==> config.mk <==
export PLATFORM = sky130hd
export DESIGN_NAME = alu_issue
export DESIGN_NICKNAME = d
export VERILOG_FILES = /design/src/rtl/alu_issue_pkg.sv /design/src/rtl/alu_issue_decode.sv /design/src/rtl/alu_issue.sv
export SDC_FILE = /design/constraint.sdc
export NUM_CORES = 1
export LEC_CHECK = 0
export ABC_AREA = 1
export CORE_MARGIN = 3
export CORE_UTILIZATION = 45
export CTS_BUF_LIST = sky130_fd_sc_hd__clkbuf_4
export DETAILED_ROUTE_END_ITERATION = 8
export PLACE_DENSITY = 0.8
export SLEW_MARGIN = 30
export SYNTH_ARGS = -nofsm -noshare
export SYNTH_HDL_FRONTEND = slang
export SYNTH_SLANG_ARGS = --single-unit
==> constraint.sdc <==
create_clock -name clk -period 12.38 [get_ports clk]
set_input_delay 2.476 -clock clk [delete_from_list [all_inputs] [get_ports clk]]
set_output_delay 2.476 -clock clk [all_outputs]
set_load 0.005 [all_outputs]
==> src/rtl/alu_issue_pkg.sv <==
// alu_issue_pkg: shared definitions for the ALU issue stage.
//   - MIPS opcode / funct field values recognised by the decoder
//   - ALUop encodings as seen by the 32-bit ALU
//   - entry_t: one decoded instruction as held in the main/skid slots
package alu_issue_pkg;

    // Primary opcode field, instr[31:26]
    localparam logic [5:0] OP_RTYPE = 6'h00;
    localparam logic [5:0] OP_BEQ   = 6'h04;
    localparam logic [5:0] OP_BNE   = 6'h05;
    localparam logic [5:0] OP_ADDIU = 6'h09;
    localparam logic [5:0] OP_SLTI  = 6'h0a;
    localparam logic [5:0] OP_SLTIU = 6'h0b;
    localparam logic [5:0] OP_ANDI  = 6'h0c;
    localparam logic [5:0] OP_ORI   = 6'h0d;
    localparam logic [5:0] OP_LUI   = 6'h0f;
    localparam logic [5:0] OP_LW    = 6'h23;
    localparam logic [5:0] OP_SW    = 6'h2b;

    // R-type funct field, instr[5:0]
    localparam logic [5:0] FN_SLL  = 6'h00;
    localparam logic [5:0] FN_ADDU = 6'h21;
    localparam logic [5:0] FN_SUBU = 6'h23;
    localparam logic [5:0] FN_AND  = 6'h24;
    localparam logic [5:0] FN_OR   = 6'h25;
    localparam logic [5:0] FN_SLT  = 6'h2a;

    typedef enum logic [2:0] {
        ALU_AND   = 3'd0,
        ALU_OR    = 3'd1,
        ALU_ADD   = 3'd2,
        ALU_SLL   = 3'd3,
        ALU_SLTIU = 3'd4,
        ALU_LUI   = 3'd5,
        ALU_SUB   = 3'd6,
        ALU_SLT   = 3'd7
    } alu_op_e;

    typedef struct packed {
        logic [31:0] a;
        logic [31:0] b;
        logic [2:0]  op;
        logic [4:0]  dest;
        logic        wen;
        logic        is_branch;
        logic        branch_ne;
        logic        illegal;
    } entry_t;

    function automatic logic [31:0] sext16(input logic [15:0] v);
        return {{16{v[15]}}, v};
    endfunction

    function automatic logic [31:0] zext16(input logic [15:0] v);
        return {16'h0000, v};
    endfunction

endpackage

==> src/rtl/alu_issue_decode.sv <==
// alu_issue_decode: purely combinational MIPS decoder for the ALU issue stage.
// Ports:
//   instr    in  32  instruction word
//   rs_value in  32  GPR[rs]
//   rt_value in  32  GPR[rt]
//   entry    out     decoded operands, ALUop, destination and flags
module alu_issue_decode
    import alu_issue_pkg::*;
#(
    parameter logic [2:0] ILLEGAL_OP = 3'b000
) (
    input  logic [31:0] instr,
    input  logic [31:0] rs_value,
    input  logic [31:0] rt_value,
    output entry_t      entry
);

    logic [5:0]  opcode;
    logic [5:0]  funct;
    logic [15:0] imm;
    logic        unused_rs_field;

    assign opcode = instr[31:26];
    assign funct  = instr[5:0];
    assign imm    = instr[15:0];
    // The rs register number is resolved upstream; only its value arrives here.
    assign unused_rs_field = ^instr[25:21];

    always_comb begin
        entry         = '0;
        entry.op      = ILLEGAL_OP;
        entry.illegal = 1'b1;

        case (opcode)
            OP_RTYPE: begin
                entry.illegal = 1'b0;
                entry.a       = rs_value;
                entry.b       = rt_value;
                entry.dest    = instr[15:11];
                entry.wen     = 1'b1;
                case (funct)
                    FN_ADDU: entry.op = ALU_ADD;
                    FN_SUBU: entry.op = ALU_SUB;
                    FN_AND:  entry.op = ALU_AND;
                    FN_OR:   entry.op = ALU_OR;
                    FN_SLT:  entry.op = ALU_SLT;
                    FN_SLL: begin
                        entry.op = ALU_SLL;
                        entry.a  = {27'b0, instr[10:6]};
                    end
                    default: begin
                        entry         = '0;
                        entry.op      = ILLEGAL_OP;
                        entry.illegal = 1'b1;
                    end
                endcase
            end
            OP_ADDIU, OP_SLTI, OP_SLTIU, OP_ANDI, OP_ORI, OP_LUI, OP_LW, OP_SW: begin
                entry.illegal = 1'b0;
                entry.a       = rs_value;
                entry.b       = sext16(imm);
                entry.dest    = instr[20:16];
                entry.wen     = 1'b1;
                case (opcode)
                    OP_SLTI:  entry.op = ALU_SLT;
                    OP_SLTIU: entry.op = ALU_SLTIU;
                    OP_ANDI: begin
                        entry.op = ALU_AND;
                        entry.b  = zext16(imm);
                    end
                    OP_ORI: begin
                        entry.op = ALU_OR;
                        entry.b  = zext16(imm);
                    end
                    OP_LUI: begin
                        entry.op = ALU_LUI;
                        entry.a  = '0;
                        entry.b  = zext16(imm);
                    end
                    OP_SW: begin
                        entry.op  = ALU_ADD;
                        entry.wen = 1'b0;
                    end
                    default: entry.op = ALU_ADD;   // addiu, lw
                endcase
            end
            OP_BEQ, OP_BNE: begin
                entry.illegal   = 1'b0;
                entry.op        = ALU_SUB;
                entry.a         = rs_value;
                entry.b         = rt_value;
                entry.is_branch = 1'b1;
                entry.branch_ne = (opcode == OP_BNE);
            end
            default: ;
        endcase

        // $0 is never written, and a non-writing entry carries no destination.
        if (entry.dest == 5'd0) entry.wen = 1'b0;
        if (!entry.wen) entry.dest = 5'd0;
    end

endmodule

==> src/rtl/alu_issue.sv <==
// alu_issue: execute-issue stage in front of the 32-bit ALU.
// Decodes the incoming instruction, and holds the result in a registered
// main slot backed by a one-entry skid buffer (valid/ready on both sides).
// Ports:
//   clk, resetn (async, active-low), flush (sync kill of held entries)
//   in_valid/in_ready, instr, rs_value, rt_value   - upstream side
//   out_valid/out_ready                            - downstream side
//   alu_a, alu_b, alu_op                           - ALU operand/opcode inputs
//   dest, wen, is_branch, branch_ne, illegal       - sideband to writeback
module alu_issue
    import alu_issue_pkg::*;
#(
    parameter int         DATA_W     = 32,
    parameter logic [2:0] ILLEGAL_OP = 3'b000
) (
    input  logic              clk,
    input  logic              resetn,
    input  logic              flush,
    input  logic              in_valid,
    output logic              in_ready,
    input  logic [31:0]       instr,
    input  logic [DATA_W-1:0] rs_value,
    input  logic [DATA_W-1:0] rt_value,
    output logic              out_valid,
    input  logic              out_ready,
    output logic [DATA_W-1:0] alu_a,
    output logic [DATA_W-1:0] alu_b,
    output logic [2:0]        alu_op,
    output logic [4:0]        dest,
    output logic              wen,
    output logic              is_branch,
    output logic              branch_ne,
    output logic              illegal
);

    entry_t dec_entry;

    alu_issue_decode #(
        .ILLEGAL_OP(ILLEGAL_OP)
    ) u_decode (
        .instr   (instr),
        .rs_value(rs_value),
        .rt_value(rt_value),
        .entry   (dec_entry)
    );

    entry_t main_q, main_d;
    entry_t skid_q, skid_d;
    logic   main_vld_q, main_vld_d;
    logic   skid_vld_q, skid_vld_d;
    logic   in_ready_q, in_ready_d;
    logic   accept;

    assign accept = in_valid & in_ready_q;

    always_comb begin
        main_d     = main_q;
        main_vld_d = main_vld_q;
        skid_d     = skid_q;
        skid_vld_d = skid_vld_q;

        if (flush) begin
            main_vld_d = 1'b0;
            skid_vld_d = 1'b0;
        end else if (skid_vld_q) begin
            // in_ready is low while the skid is full, so nothing is accepted here.
            if (out_ready) begin
                main_d     = skid_q;
                skid_vld_d = 1'b0;
            end
        end else if (accept) begin
            if (!main_vld_q || out_ready) begin
                main_d     = dec_entry;
                main_vld_d = 1'b1;
            end else begin
                skid_d     = dec_entry;
                skid_vld_d = 1'b1;
            end
        end else if (out_ready) begin
            main_vld_d = 1'b0;
        end

        in_ready_d = !skid_vld_d;
    end

    // ---- main slot / control registers ----
    always_ff @(posedge clk or negedge resetn) begin
        if (!resetn) begin
            main_q     <= '0;
            main_vld_q <= 1'b0;
            skid_vld_q <= 1'b0;
            in_ready_q <= 1'b1;
        end else begin
            main_q     <= main_d;
            main_vld_q <= main_vld_d;
            skid_vld_q <= skid_vld_d;
            in_ready_q <= in_ready_d;
        end
    end

    // ---- skid data (qualified by skid_vld_q, never observed directly) ----
    always_ff @(posedge clk) begin
        skid_q <= skid_d;
    end

    assign in_ready  = in_ready_q;
    assign out_valid = main_vld_q;
    assign alu_a     = main_q.a;
    assign alu_b     = main_q.b;
    assign alu_op    = main_q.op;
    assign dest      = main_q.dest;
    assign wen       = main_q.wen;
    assign is_branch = main_q.is_branch;
    assign branch_ne = main_q.branch_ne;
    assign illegal   = main_q.illegal;

endmodule

**Word level (Yosys, flattened, before mapping)**

Cells that the tools add are included.

- Register bits: 155
- Input bits: 101
- Output and inout bits: 78

- Equality and inequality tests: 18
- Multiplexer cells: 28
- Bitwise gates (word level): 4
- Reductions and logical operators: 18

Operators by type and width:

| cell | number |
|---|---|
| $mux W76 | 4 |
| $pmux W67 S3 | 1 |
| $mux W32 | 3 |
| $pmux W32 S2 | 1 |
| $eq A6 B6 Y1 const B | 7 |
| $eq A6 B4 Y1 const B | 6 |
| $pmux W3 S5 | 2 |
| $eq A6 B3 Y1 const B | 2 |
| $logic_not A6 Y1 | 2 |
| $mux W1 | 12 |
| $pmux W6 S2 | 1 |
| $reduce_or A10 Y1 | 1 |
| $mux W9 | 1 |
| $reduce_and A4 Y1 | 2 |
| $reduce_or A8 Y1 | 1 |
| $reduce_or A6 Y1 | 1 |
| $logic_not A5 Y1 | 1 |
| $mux W5 | 1 |
| $reduce_or A5 Y1 | 1 |
| $ne A2 B2 Y1 const B | 2 |
| $pmux W2 S2 | 1 |
| $reduce_bool A2 Y1 | 2 |
| $ne A3 B2 Y1 const B | 1 |
| $not A1 Y1 | 3 |
| other kinds (8) | 9 |

**Logic depth before layout (Yosys ltp)**

Gate-level depths: netlist of run 1.

- Depth after elaboration: 10
- Gate-level depth with buffers: 14
- Mapped depth without buffers: 14

**Modules after synthesis**

Synthesis of run 1 repeated with hierarchy kept, for this count alone.

- Cells, all modules: 931
- Area, all modules: 7649.8 um2

By module, submodules not included:

| module | instances | cells each | area each (um2) | seq. area each (um2) |
|---|---|---|---|---|
| alu_issue | 1 | 676 | 6472.5 | 4260.3 |
| alu_issue_decode | 1 | 255 | 1177.4 | 0.0 |

**Least setup slack after synthesis of run 1**

Ideal clock, no wire load.

- Path type: input-to-reg
- From: in out_ready
- To: reg skid_q[0] (netlist name) (enable)
- Arrival: 5.872 ns
- Slack: 5.996 ns
- Stages: 5
- Path through: inv_1 nand2_1 inv_1 nand2_1 nor2_1

- Cells in the longest elaborated chain, start to end: 3

Ends and longest elaborated chain:

| what | line | source |
|---|---|---|
| from (decl) | alu_issue.sv:25 | `input logic out_ready,` |
| $logic_or A1 B1 Y1 | alu_issue.sv:72 | `if (!main_vld_q \|\| out_ready) begin` |
| $not A1 Y1 (no source line) | -- |  |
| $reduce_and A4 Y1 (no source line) | -- |  |
| to (signal assigned) | alu_issue.sv:103 | `skid_q <= skid_d;` |
| to (decl) | alu_issue.sv:48 | `entry_t skid_q, skid_d;` |

Every way passes these cells.
A chain may end at the register's enable or synchronous reset.

**Worst setup path in the final report of run 1**

- From: in in_valid
- To: reg skid_q[4] (netlist name) (enable)

- Cells in the longest elaborated chain, start to end: 2

Ends and longest elaborated chain:

| what | line | source |
|---|---|---|
| from (decl) | alu_issue.sv:19 | `input logic in_valid,` |
| $and A1 B1 Y1 | alu_issue.sv:54 | `assign accept = in_valid & in_ready_q;` |
| $reduce_and A4 Y1 (no source line) | -- |  |

Every way passes these cells.

==> reports/metrics.csv, run 1 <==
stage;metric;value;unit
sta;Clock Skew;0.0142;ns
route;DR WL/cell;16.4;um
placed_design;Final GP Congestion;0.864;
grt;vias in the first global route;5877;
worst_setup_path;Crit Reg-Reg Startpoint;skid_vld_q;
cts;clk_lat worst skew;0.55;ns
placed_design;# port buffers;173;
cells_and_area;Fill cells;1364;
sta;Final Hold Vio Count;0;
floorplan;Die Wd;132;um
floorplan;site row count;45;
sta;Peak Freq;0.223;GHz
floorplan;die height;132;um
worst_setup_path;delay of the slowest cell on the worst path;0.70;ns
grt;wire length of the first global-routing pass;30600;um
route;DRC viols;0;
cts;Clk pin slew, worst setup/hold paths;0.12;ns
cts;post-CTS sizing;0;
placed_design;DP Wirelength;12300;um
sta;RSZ-0062 raised after global routing;false;
worst_setup_path;CP required;12.58;ns
power;total chip power;1.10;mW
sta;Worst Tran Pin Value;0.934;ns
worst_setup_path;slowest CP cell;nor2_4;
sta;max-slew violation count;0;
power;Peak VDD IR;48.5;uV
cts;postcts setup bufs;0;
sta;min cycle time layout;4.48;ns
logic_synthesis;Synth Cell Area;7200;sq um
worst_setup_path;most frequent CP cell;nand2_1;
route;routed via count;5854;
cts;CTS tree;done;
route;iteration count of the initial detailed-routing pass;5;
sta;Slew headroom;37.7;%
cts;Max Root-Sink Buffers;2;
logic_synthesis;Netlist cell types;36;
grt;GR Overflow Total;0;
floorplan;core area;15400;sq um
worst_setup_path;crit path cell chain;clkdlybuf4s50_1, nand2_1, nor2_1, nand2_1, nor2_4, buf_4;
cells_and_area;post-layout net count;1016;
worst_setup_path;reg2reg end;dest[3];
logic_synthesis;Post-Syn Nets;856;
logic_synthesis;Top FF cell, synth;dfrtp_1;
floorplan;IO Pins;179;
hold_path;Hold Crit Class;flop to flop;
route;Routed Antenna Nets;0;
sta;Fin Setup TNS;0;ns
sta;Final setup viols;0;
cts;hold_buf cts;0;
logic_synthesis;Ys Warns;0;
worst_setup_path;CP Max Fanout;48;
logic_synthesis;EDFF count, synth;76;
cells_and_area;antenna cells;0;
worst_setup_path;Worst setup SP type;input pin;
logic_synthesis;syn avg cell area;9.54;sq um
outcome;outcome;complete, no violations;
sta;final period utilization;36.2;%
cells_and_area;Final Util;60.3;%
grt;largest net degree at the start of global routing;76;
power;leakage power;3.76;nW
cts;total CTS buffers;17;
worst_setup_path;worst reg2reg path depth;10;
floorplan;die footprint;17600;sq um
logic_synthesis;Seq cells post-synth;155;
route;routed wire length;18600;um
cts;H-tree level count;4;
worst_setup_path;worst path arrival time;4.68;ns
job;max_cap viols;0;
route;DR iter-0 viols;385;
worst_setup_path;Crit. End Element;flop;
worst_setup_path;setup slack, reg-to-reg;9.12;ns
cts;Sink Count;155;
logic_synthesis;Synth area leaders;edfxtp_1 32%, dfrtp_1 27%, nand2_1 7.8%, o21ai_0 7.4%, nor2_1 5.4%;
cells_and_area;layout cells sized above 1;9.82;%
worst_setup_path;Buf+Inv Stages, Crit Path;2;
worst_setup_path;CP Class;input pin to flop;
worst_setup_path;Worst Setup EP;skid_q[4];
logic_synthesis;post-synthesis sequential area ratio;59.2;%
grt;gr usage total;21.9;%
logic_synthesis;Synth area leader;edfxtp_1;
logic_synthesis;Async SR Flop Fraction;51.0;%
cts;CTS Root Buffer Type;clkbuf_4;
cells_and_area;Synth-to-Final Area Change;29.2;%
power;PwrDens;118;nW/um^2
logic_synthesis;share of the synthesized area in the top cell type;31.7;%
route;vias per inst;5.14;
grt;initial antenna violation count;1;
worst_setup_path;Worst Setup SP;in_valid;
worst_setup_path;CP Depth;6;
worst_setup_path;Crit path max-delay family;buffers and inverters;
logic_synthesis;Mapped Cells;755;
floorplan;Initial Utilization;46.7;%
[per-stage QoR]
stage | setup slack [ns] | instances | hold WS (ns) | cell area (sq um)
2_1_floorplan | 6.00 | 755 | 0.434 | 7200
3_3_place_gp | 7.33 | 1107 | 0.444 | 9020
3_5_place_dp | 7.31 | 1107 | 0.446 | 9020
4_1_cts | 7.93 | 1138 | 0.475 | 9310
5_1_grt | 7.70 | 1138 | 0.520 | 9310
6_report | 7.90 | 1138 | 0.472 | 9310
[kinds of logic after synthesis]
kind of cell	synth area share [%]
flops	59.2
compound gates	14.0
buf+inv	6.60
simple gates	20.2
[final cells by class]
type,instances,area (sq um),share of cell area (%)
clock inverter,14,154,1.65
inverter,65,244,2.62
multi-input combinational,496,2470,26.6
timing repair buffer,180,1780,19.1
sequential,155,4260,45.8
tap,211,264,2.84
clock buffer,17,128,1.37
[registers in the layout, summed over array words and instances, names as in the netlist]
| name | count |
|---|---|
| dest | 5 |
| illegal | 1 |
| wen | 1 |
| in_ready | 1 |
| out_valid | 1 |
| skid_q | 76 |
| is_branch | 1 |
| branch_ne | 1 |
| alu_a | 32 |
| alu_op | 3 |
| skid_vld_q | 1 |
| alu_b | 32 |
[report_power, final]
group	switching [mW]	internal (mW)	leakage [nW]	total, mW
logic	0.0923	0.101	1.93	0.194
registers	0.0170	0.573	1.69	0.590
clock network	0.179	0.136	0.150	0.315
[worst min path at each step]
stage | start | end | slack [ns] | cells after the start
floorplan | skid_q[5] | dest[1] | 0.43 | 2
global placement | skid_q[5] | dest[1] | 0.44 | 2
CTS | skid_q[5] | dest[1] | 0.47 | 2
global route | alu_a[23] | alu_a[23] | 0.52 | 2
detailed placement | skid_q[5] | dest[1] | 0.45 | 2
finish | skid_q[5] | dest[1] | 0.47 | 2
[layout by cell type, fill, tap and decap left out]
| cell type | n |
|---|---|
| a21oi_1 | 3 |
| a21oi_4 | 2 |
| a22o_1 | 2 |
| a22o_2 | 4 |
| a22oi_1 | 14 |
| and3_1 | 1 |
| and3_2 | 2 |
| buf_4 | 8 |
| bufinv_16 | 3 |
| clkbuf_4 | 17 |
| clkdlybuf4s50_1 | 172 |
| clkinv_1 | 3 |
| clkinv_2 | 4 |
| clkinv_4 | 1 |
| clkinvlp_4 | 2 |
| dfrtp_1 | 77 |
| dfrtp_2 | 1 |
| dfstp_2 | 1 |
| edfxtp_1 | 76 |
| inv_1 | 56 |
| inv_2 | 9 |
| inv_6 | 1 |
| nand2_1 | 149 |
| nand2_2 | 2 |
| nand2_4 | 1 |
| nand3_1 | 21 |
| nand3_2 | 3 |
| nand3b_1 | 1 |
| nand4_1 | 2 |
| nor2_1 | 102 |
| nor2_2 | 3 |
| nor2_4 | 23 |
| nor2_8 | 1 |
| nor3_4 | 1 |
| o21ai_0 | 106 |
| o21ai_1 | 49 |
| o21ai_2 | 2 |
| o31ai_1 | 1 |
| or2_1 | 1 |
[routing by layer]
layer	vias to the layer above	routed length, um	GRT usage [%]
li1	2832	-	-
met1	2797	8060	29.2
met2	194	8990	36.0
met3	29	1210	5.59
met4	2	351	6.00
met5	-	13	0
[worst reg2reg max path, delay by kind of cell, from the launching register on]
kind | cells | cell delay, ns
buf+inv | 5 | 2.15
flops | 1 | 0.36
simple gates | 5 | 0.66
[synth_stat cells, types with 3 or more instances]
| library cell | instances |
|---|---|
| nand3_2 | 3 |
| edfxtp_1 | 76 |
| buf_2 | 3 |
| buf_6 | 6 |
| nor2_1 | 103 |
| a21oi_1 | 3 |
| inv_1 | 56 |
| nand3_1 | 21 |
| nor2_4 | 22 |
| o21ai_0 | 106 |
| clkbuf_1 | 25 |
| o21ai_1 | 49 |
| inv_2 | 8 |
| nor2_2 | 3 |
| dfrtp_1 | 78 |
| a22oi_1 | 14 |
| nand2_1 | 149 |
| a22o_2 | 4 |
Power figures use the tool's default switching activity.
==> run 2, diff against run 1 <==
==> constraint.sdc (replaced) <==
create_clock -name clk -period 4.6 [get_ports clk]
set_input_delay 0.92 -clock clk [delete_from_list [all_inputs] [get_ports clk]]
set_output_delay 0.92 -clock clk [all_outputs]
set_load 0.005 [all_outputs]
==> run 2 against run 1 <==
  * Sequential share of layout area decreased by 0.15 points
  * First-iteration DRC count decreased by 0.52%
  * Setup slack got worse by 6.4 ns
  * Utilization increased by 0.20 points
  * Final cell count increased by 0.44%
  * Combinational power increased to 2.7 times the previous value
  * Via count decreased by 0.10%
  * Clock-buffer cell count increased by 2
  * Flip-flop and latch count unchanged
  * Largest cell class unchanged
  * Largest power group unchanged
  * Highest routed layer unchanged
==> reports/metrics.csv, run 2 (same netlist as run 1, synthesis figures left out) <==
stage;metric;value;unit
outcome;outcome;complete, no violations;
worst_setup_path;CP Max Fanout;15;
floorplan;Initial Utilization;46.7;%
cells_and_area;Final Util;60.5;%
cells_and_area;Post-Layout Cell Count;1143;
placed_design;Placed Instances;1111;
route;Routed Antenna Nets;0;
grt;grt met1 use;28.0;%
route;iteration count of the initial detailed-routing pass;5;
power;leakage power;3.78;nW
sta;max-slew violation count;0;
worst_setup_path;reg2reg end;alu_b[23];
sta;Hold WS;0.420;ns
floorplan;die footprint;17600;sq um
worst_setup_path;CP required;5.02;ns
sta;Worst Tran Pin Value;0.896;ns
cells_and_area;post-layout net count;1020;
worst_setup_path;Crit. End Element;flop;
route;vias per inst;5.12;
cells_and_area;commonest non-fill, non-tap cell in the layout;clkdlybuf4s50_1;
cells_and_area;antenna cells;0;
cts;Clk pin slew, worst setup/hold paths;0.14;ns
worst_setup_path;CP Class;input pin to flop;
grt;gr usage total;21.7;%
floorplan;die height;132;um
cts;CTS Root Buffer Type;clkbuf_4;
floorplan;IO Pins;179;
route;DR iter-0 viols;383;
sta;RSZ-0062 raised after global routing;false;
grt;initial antenna violation count;1;
sta;Clock Skew;0.0175;ns
cts;clk_lat worst skew;0.54;ns
cts;Max Root-Sink Buffers;2;
worst_setup_path;worst reg2reg path depth;7;
cells_and_area;Multi-input gate area;2470;sq um
cells_and_area;layout cells sized above 1;10.3;%
cts;post-CTS sizing;0;
worst_setup_path;Worst setup SP type;input pin;
grt;wire length of the first global-routing pass;30100;um
power;Peak VDD IR;124;uV
route;DRC viols;0;
sta;Peak Freq;0.326;GHz
sta;Slew headroom;40.3;%
floorplan;Die Wd;132;um
route;routed via count;5848;
cells_and_area;Synth-to-Final Area Change;29.7;%
sta;final period utilization;66.8;%
placed_design;Final GP Congestion;0.845;
route;DR WL/cell;16.3;um
cts;H-tree level count;4;
cts;CTS tree;done;
job;max_cap viols;0;
worst_setup_path;worst path arrival time;3.49;ns
sta;Final Hold Vio Count;0;
grt;GR Overflow Total;0;
power;PwrDens;312;nW/um^2
placed_design;# port buffers;173;
sta;min cycle time layout;3.07;ns
route;routed wire length;18600;um
hold_path;Hold Crit Class;input pin to asynchronous set/reset pin;
cells_and_area;max reg flops;76;
cts;total CTS buffers;17;
cells_and_area;FF+latch area;4260;sq um
cells_and_area;Non-Filler Cell Area, Final;9340;sq um
grt;GR peak layer;met2;
cts;Sink Count;155;
sta;Fin Setup TNS;0;ns
cells_and_area;Fill cells;1325;
worst_setup_path;setup slack, reg-to-reg;2.22;ns
cells_and_area;most frequent cells in the layout;172 x clkdlybuf4s50_1, 149 x nand2_1, 106 x o21ai_0;
grt;largest net degree at the start of global routing;75;
floorplan;core area;15400;sq um
worst_setup_path;Crit Reg-Reg Startpoint;skid_vld_q;
cts;hold_buf cts;0;
floorplan;site row count;45;
grt;met2 Usage GRT;36.3;%
sta;Final setup viols;0;
grt;vias in the first global route;5892;
cells_and_area;Biggest register;skid_q;
placed_design;DP Wirelength;12800;um
cts;postcts setup bufs;0;
placed_design;Placed Area;9070;sq um
grt;global-route met3 utilization;4.75;%
-- run 2: power breakdown --
| part | leakage [nW] | internal, mW | switching, mW |
|---|---|---|---|
| clock | 0.145 | 0.329 | 0.472 |
| sequential | 1.69 | 1.54 | 0.0482 |
| combinational | 1.95 | 0.275 | 0.249 |
| total | 3.78 | 2.15 | 0.769 |
-- run 2: cell type report --
class | count | share of cell area, %
clock buffer | 19 | 1.53
clock inverter | 13 | 1.37
inverter | 65 | 2.61
multi-input combinational | 496 | 26.5
sequential | 155 | 45.6
tap | 211 | 2.83
timing repair buffer | 184 | 19.5
-- run 2: how the worst max path moves through the flow --
| stage | startpoint | end | slack [ns] | depth (start not counted) |
|---|---|---|---|---|
| 6_report | instr[28] | alu_a[6] | 1.53 | 11 |
| 5_1_grt | instr[28] | alu_a[6] | 1.40 | 12 |
| 4_1_cts | instr[28] | alu_a[6] | 1.60 | 11 |
| 3_5_place_dp | instr[28] | alu_a[6] | 0.98 | 11 |
| 3_3_place_gp | instr[29] | alu_a[6] | 1.04 | 12 |
| 2_1_floorplan | out_ready | skid_q[0] | 1.06 | 5 |
-- run 2: per-layer routing --
metal | vias to the layer above | wire length, um
li1 | 2845 | -
met1 | 2784 | 7950
met2 | 189 | 9210
met3 | 28 | 1010
met4 | 2 | 416
met5 | - | 9
-- run 2: per-stage QoR --
stage	setup WS, ns	total power, mW
6_report	1.53	2.92
5_1_grt	1.40	3.06
4_1_cts	1.60	2.95
3_5_place_dp	0.977	2.15
3_3_place_gp	1.04	2.13
2_1_floorplan	1.06	1.83
-- run 2: critical path, cell delays in order --
cell and delay (ns):
clkdlybuf4s50_1 0.61, inv_1 0.13, nand3_1 0.11, nand3_2 0.12
nor2_4 0.20, a21oi_4 0.12, a21oi_4 0.64, buf_4 0.38
nor2_4 0.04, nor2_1 0.12, o21ai_1 0.08
==> run 3, diff against run 2 <==
--- a/config.mk
+++ b/config.mk
@@ -10,7 +10,7 @@
 export CORE_UTILIZATION = 45
 export CTS_BUF_LIST = sky130_fd_sc_hd__clkbuf_4
 export DETAILED_ROUTE_END_ITERATION = 8
-export PLACE_DENSITY = 0.8
+export PLACE_DENSITY = 0.83
 export SLEW_MARGIN = 30
 export SYNTH_ARGS = -nofsm -noshare
 export SYNTH_HDL_FRONTEND = slang
==> constraint.sdc (replaced) <==
create_clock -name clk -period 2.7 [get_ports clk]
set_input_delay 0.54 -clock clk [delete_from_list [all_inputs] [get_ports clk]]
set_output_delay 0.54 -clock clk [all_outputs]
set_load 0.005 [all_outputs]
==> run 3 against run 2 <==
  * Sequential power grew 70%
  * Via count grew 2.5%
  * Largest cell class unchanged
  * Setup slack lost 0.97 ns
  * Critical path type unchanged
  * Clock power grew 96%
  * Non-clock buffer count grew 16
  * Combinational power grew 79%
  * Wire length grew 1.6%
==> reports/metrics.csv, run 3 (same netlist as run 1, synthesis figures left out) <==
stage;metric;value;unit
floorplan;die footprint;17600;sq um
sta;final period utilization;79.5;%
cells_and_area;post-layout net count;1036;
power;leakage power;3.95;nW
worst_setup_path;Crit. End Element;flop;
cts;clk_lat worst skew;0.54;ns
cells_and_area;max reg flops;76;
sta;max-slew violation count;0;
floorplan;die height;132;um
cells_and_area;Biggest register;skid_q;
cells_and_area;most frequent cells in the layout;172 x clkdlybuf4s50_1, 149 x nand2_1, 106 x o21ai_0;
worst_setup_path;Worst Setup SP;instr[2];
grt;wire length of the first global-routing pass;30800;um
sta;RSZ-0062 raised after global routing;false;
worst_setup_path;CP Max Fanout;5;
sta;Worst Tran Pin Value;0.883;ns
worst_setup_path;worst path arrival time;2.59;ns
placed_design;# port buffers;173;
hold_path;Min-Delay Path Depth;2;
worst_setup_path;CP required;3.14;ns
power;Peak VDD IR;299;uV
hold_path;hold_sp;skid_q[5];
placed_design;Final GP Congestion;0.906;
sta;Peak Freq;0.466;GHz
cts;CTS tree;done;
route;DRC viols;0;
cts;total CTS buffers;17;
cells_and_area;Non-Filler Cell Area, Final;9650;sq um
cells_and_area;Final Util;62.5;%
cts;Clk pin slew, worst setup/hold paths;0.13;ns
cts;post-CTS sizing;0;
route;vias per inst;5.17;
floorplan;site row count;45;
sta;Fin Setup TNS;0;ns
power;total chip power;5.21;mW
route;Routed Antenna Nets;0;
route;DR iter-0 viols;324;
cells_and_area;layout cells sized above 1;11.9;%
sta;Final Hold Vio Count;0;
route;iteration count of the initial detailed-routing pass;5;
worst_setup_path;worst reg2reg path depth;8;
placed_design;Placed Area;9320;sq um
route;routed wire length;18900;um
cells_and_area;Fill cells;1314;
worst_setup_path;CP Class;input pin to flop;
floorplan;Initial Utilization;46.7;%
sta;Clock Skew;0.0251;ns
cells_and_area;antenna cells;0;
cells_and_area;commonest non-fill, non-tap cell in the layout;clkdlybuf4s50_1;
cells_and_area;Synth-to-Final Area Change;34.0;%
job;max_cap viols;0;
grt;initial antenna violation count;1;
grt;largest net degree at the start of global routing;80;
worst_setup_path;Worst setup SP type;input pin;
outcome;outcome;complete, no violations;
cts;H-tree level count;4;
grt;vias in the first global route;6048;
sta;Hold WS;0.472;ns
sta;Slew headroom;41.2;%
hold_path;Hold Crit Class;flop to flop;
placed_design;DP Wirelength;12800;um
power;PwrDens;540;nW/um^2
grt;GR Overflow Total;0;
cts;Sink Count;155;
route;DR WL/cell;16.3;um
route;routed via count;5993;
floorplan;IO Pins;179;
sta;Final setup viols;0;
grt;gr usage total;21.9;%
worst_setup_path;Crit Reg-Reg Startpoint;skid_vld_q;
floorplan;Die Wd;132;um
floorplan;core area;15400;sq um
sta;min cycle time layout;2.15;ns
cts;Max Root-Sink Buffers;2;
cts;CTS Root Buffer Type;clkbuf_4;
[run 3: cell count changes in the layout (fill, tap and decap cells not counted), sizes merged]
| cell | change |
|---|---|
| bufinv | +2 |
| clkinv | -3 |
| inv | -1 |
| buf | +15 |
| dlygate4sd3 | +1 |
| clkbuf | +4 |
| clkinvlp | -2 |
[run 3: per-layer routing]
layer	vias to the layer above	part of all wire, %	track usage [%]
li1	2875	-	-
met1	2825	41	28.1
met2	251	49	36.3
met3	40	6.5	5.02
met4	2	2.7	8.43
met5	-	0.069	0
[run 3: area by class of cell]
class,instances,area (sq um),area share [%]
Clock inverter,9,148,1.53
Multi-Input combinational cell,496,2470,25.6
Clock buffer,23,173,1.79
Timing Repair Buffer,200,2080,21.6
Tap cell,211,264,2.74
Sequential cell,155,4260,44.2
Inverter,65,244,2.53
[run 3: report_power, final]
group	internal [mW]	switching (mW)
registers	2.63	0.0800
logic	0.505	0.432
clock network	0.792	0.776
[run 3: repair_timing]
action / 4_1_cts / 5_1_grt
buffers inserted: 0 / 0
hold buffers: 1 / 0
hold endpoints to repair: 36 / 0
[run 3: through the flow]
| stage | std cells | setup WS, ns |
|---|---|---|
| 2_1_floorplan | 755 | 0.383 |
| 3_3_place_gp | 1126 | 0.0906 |
| 3_5_place_dp | 1126 | 0.0303 |
| 4_1_cts | 1159 | 0.500 |
| 5_1_grt | 1159 | 0.413 |
| 6_report | 1159 | 0.555 |
[run 3: final timing paths]
check / endpoint / slack [ns]
worst max-delay path: dest[3] / 0.55
worst min-delay path: dest[1] / 0.47
worst max register to register: wen / 0.92
worst min register to register: dest[1] / 0.47
max in group asynchronous: alu_b[15] / 1.53
min in group asynchronous: alu_b[9] / 0.53
[run 3: critical path, stage by stage]
cell	delay, ns
clkdlybuf4s50_1	0.57
nor2_1	0.09
nand2_1	0.09
nor2_1	0.06
nor2_1	0.14
nand2_1	0.16
buf_4	0.18
nand3_1	0.09
nand2_1	0.08
nor2_1	0.10
nand3_1	0.13
nand3_1	0.14
nand2_1	0.06
nand2_1	0.10
nand2_1	0.06
==> edit (config.mk and constraints of run 3) <==
Reset style: synchronous (`resetn`), changed in one clocked block. Comments in the files are not updated.
--- a/src/rtl/alu_issue.sv
+++ b/src/rtl/alu_issue.sv
@@ -84,7 +84,7 @@
     end
 
     // ---- main slot / control registers ----
-    always_ff @(posedge clk or negedge resetn) begin
+    always_ff @(posedge clk) begin
         if (!resetn) begin
             main_q     <= '0;
             main_vld_q <= 1'b0;
Formal check against the unedited RTL: differs if resetn is asserted again (counterexample within 4 cycles, from zero or initial values and one cycle with resetn low); with resetn held inactive, the same outputs for 4 cycles.
==> edit against run 3 <==
- worst setup slack gained 0.024 ns
- power shrank 11%
- utilization shrank 0.50 points
- sequential cell count is the same
- clock power shrank 7%
- cell area shrank 1.5%
- area after synthesis shrank 1.4%
- routed wire length grew 1.4%
- worst hold slack gained 0.0011 ns
==> edit: results (changes against run 3) <==
drt via density=5.13 (-0.74%); hpwl dp=12900 µm (+0.68%); Non-clk invs=73 (+12%); WL final=19200 µm (+1.4%); GR Layer Usage met2=0.370 (+0.00747); area of the core=0.0153 mm² (-0.73%); first-pass GRT wire length=31100 µm (+0.99%); number of fill cells=1372 (+4.4%); Synth cell types=35 (-2.8%); Pleak=3.91 nW (-1.0%); multi-input gates=554 (+12%); M1 WL=8120 µm (+4.0%); Worst-path clk slew=0.15 ns (+0.02 ns); maximum vdd drop=0.335 mV (+12%); average size of a mapped cell=8.49 µm² (-11%); layout cell share with drive strength beyond 1=0.114 (-0.00567); drt initial violations=414 (+28%); DR top layer=met4; pin count of the biggest net entering global routing=66 (-18%); Worst-Margin Slew=0.709 ns (-0.173 ns); worst setup path endpoint=alu_a[12]; reg-to-reg endpoint=alu_a[22]; Reg2Reg Launch Point=out_valid; initial antenna violation count=0 (-1); met3 usage=0.0582 (+0.00800); number of global-route vias before repair=6251 (+3.4%); total track usage=0.220 (+0.00111); asr flop ratio synth=0 (-0.510); Seq/total area=0.407 (-0.0349); skew final=0.0132 ns (-0.0119 ns); WP data arrival=2.54 ns (-0.05 ns); status=complete, no violations; Data buffer area share=0.217 (+0.00125); bufs w/o clock=199 (-0.50%); met1 usage in global routing=0.278 (-0.00256); Most used DFF post-synth=dfxtp_1; Worst Hold Path EP=alu_a[21]; routed len/inst=15.7 µm (-3.9%); NumNets Final=1101 (+6.3%); hold slack=0.473 ns (+0.00106 ns); met3 wire len=1440 µm (+16%); CP max FO=16 (+11); crit path from=instr[27]; Yosys top cell area share=0.321 (+0.00452); Clock-cell share=0.0308 (-0.00238)
==> edit: cell families (layout without fill, tap and decap cells) <==
group / Yosys count / after routing / share of synthesized area
AND/OR/NAND/NOR: 307 / 307 / 0.198
AO/OA/AOI/OAI: 247 / 247 / 0.182
flip-flops: 155 / 155 / 0.544
buffers and inverters: 127 / 304 / 0.0758
==> edit: report_power, final <==
part	switching (mW)	total [mW]	leakage, nW	internal, mW
Sequential	0.0257	2.54	1.45	2.51
Clock	0.893	1.46	0.146	0.567
Combinational	0.308	0.623	2.31	0.315
Total	1.23	4.62	3.91	3.39
==> edit: critical path, stage by stage <==
cell	delay, ns
clkdlybuf4s50_1	0.55
nand2_1	0.07
nand3_1	0.13
nand2_1	0.08
nor2_2	0.12
nand2_4	0.06
inv_2	0.07
nand2_4	0.06
nand2_4	0.09
o21a_2	0.16
buf_12	0.19
buf_12	0.15
nor2_4	0.03
o21ai_1	0.13
a21oi_1	0.08
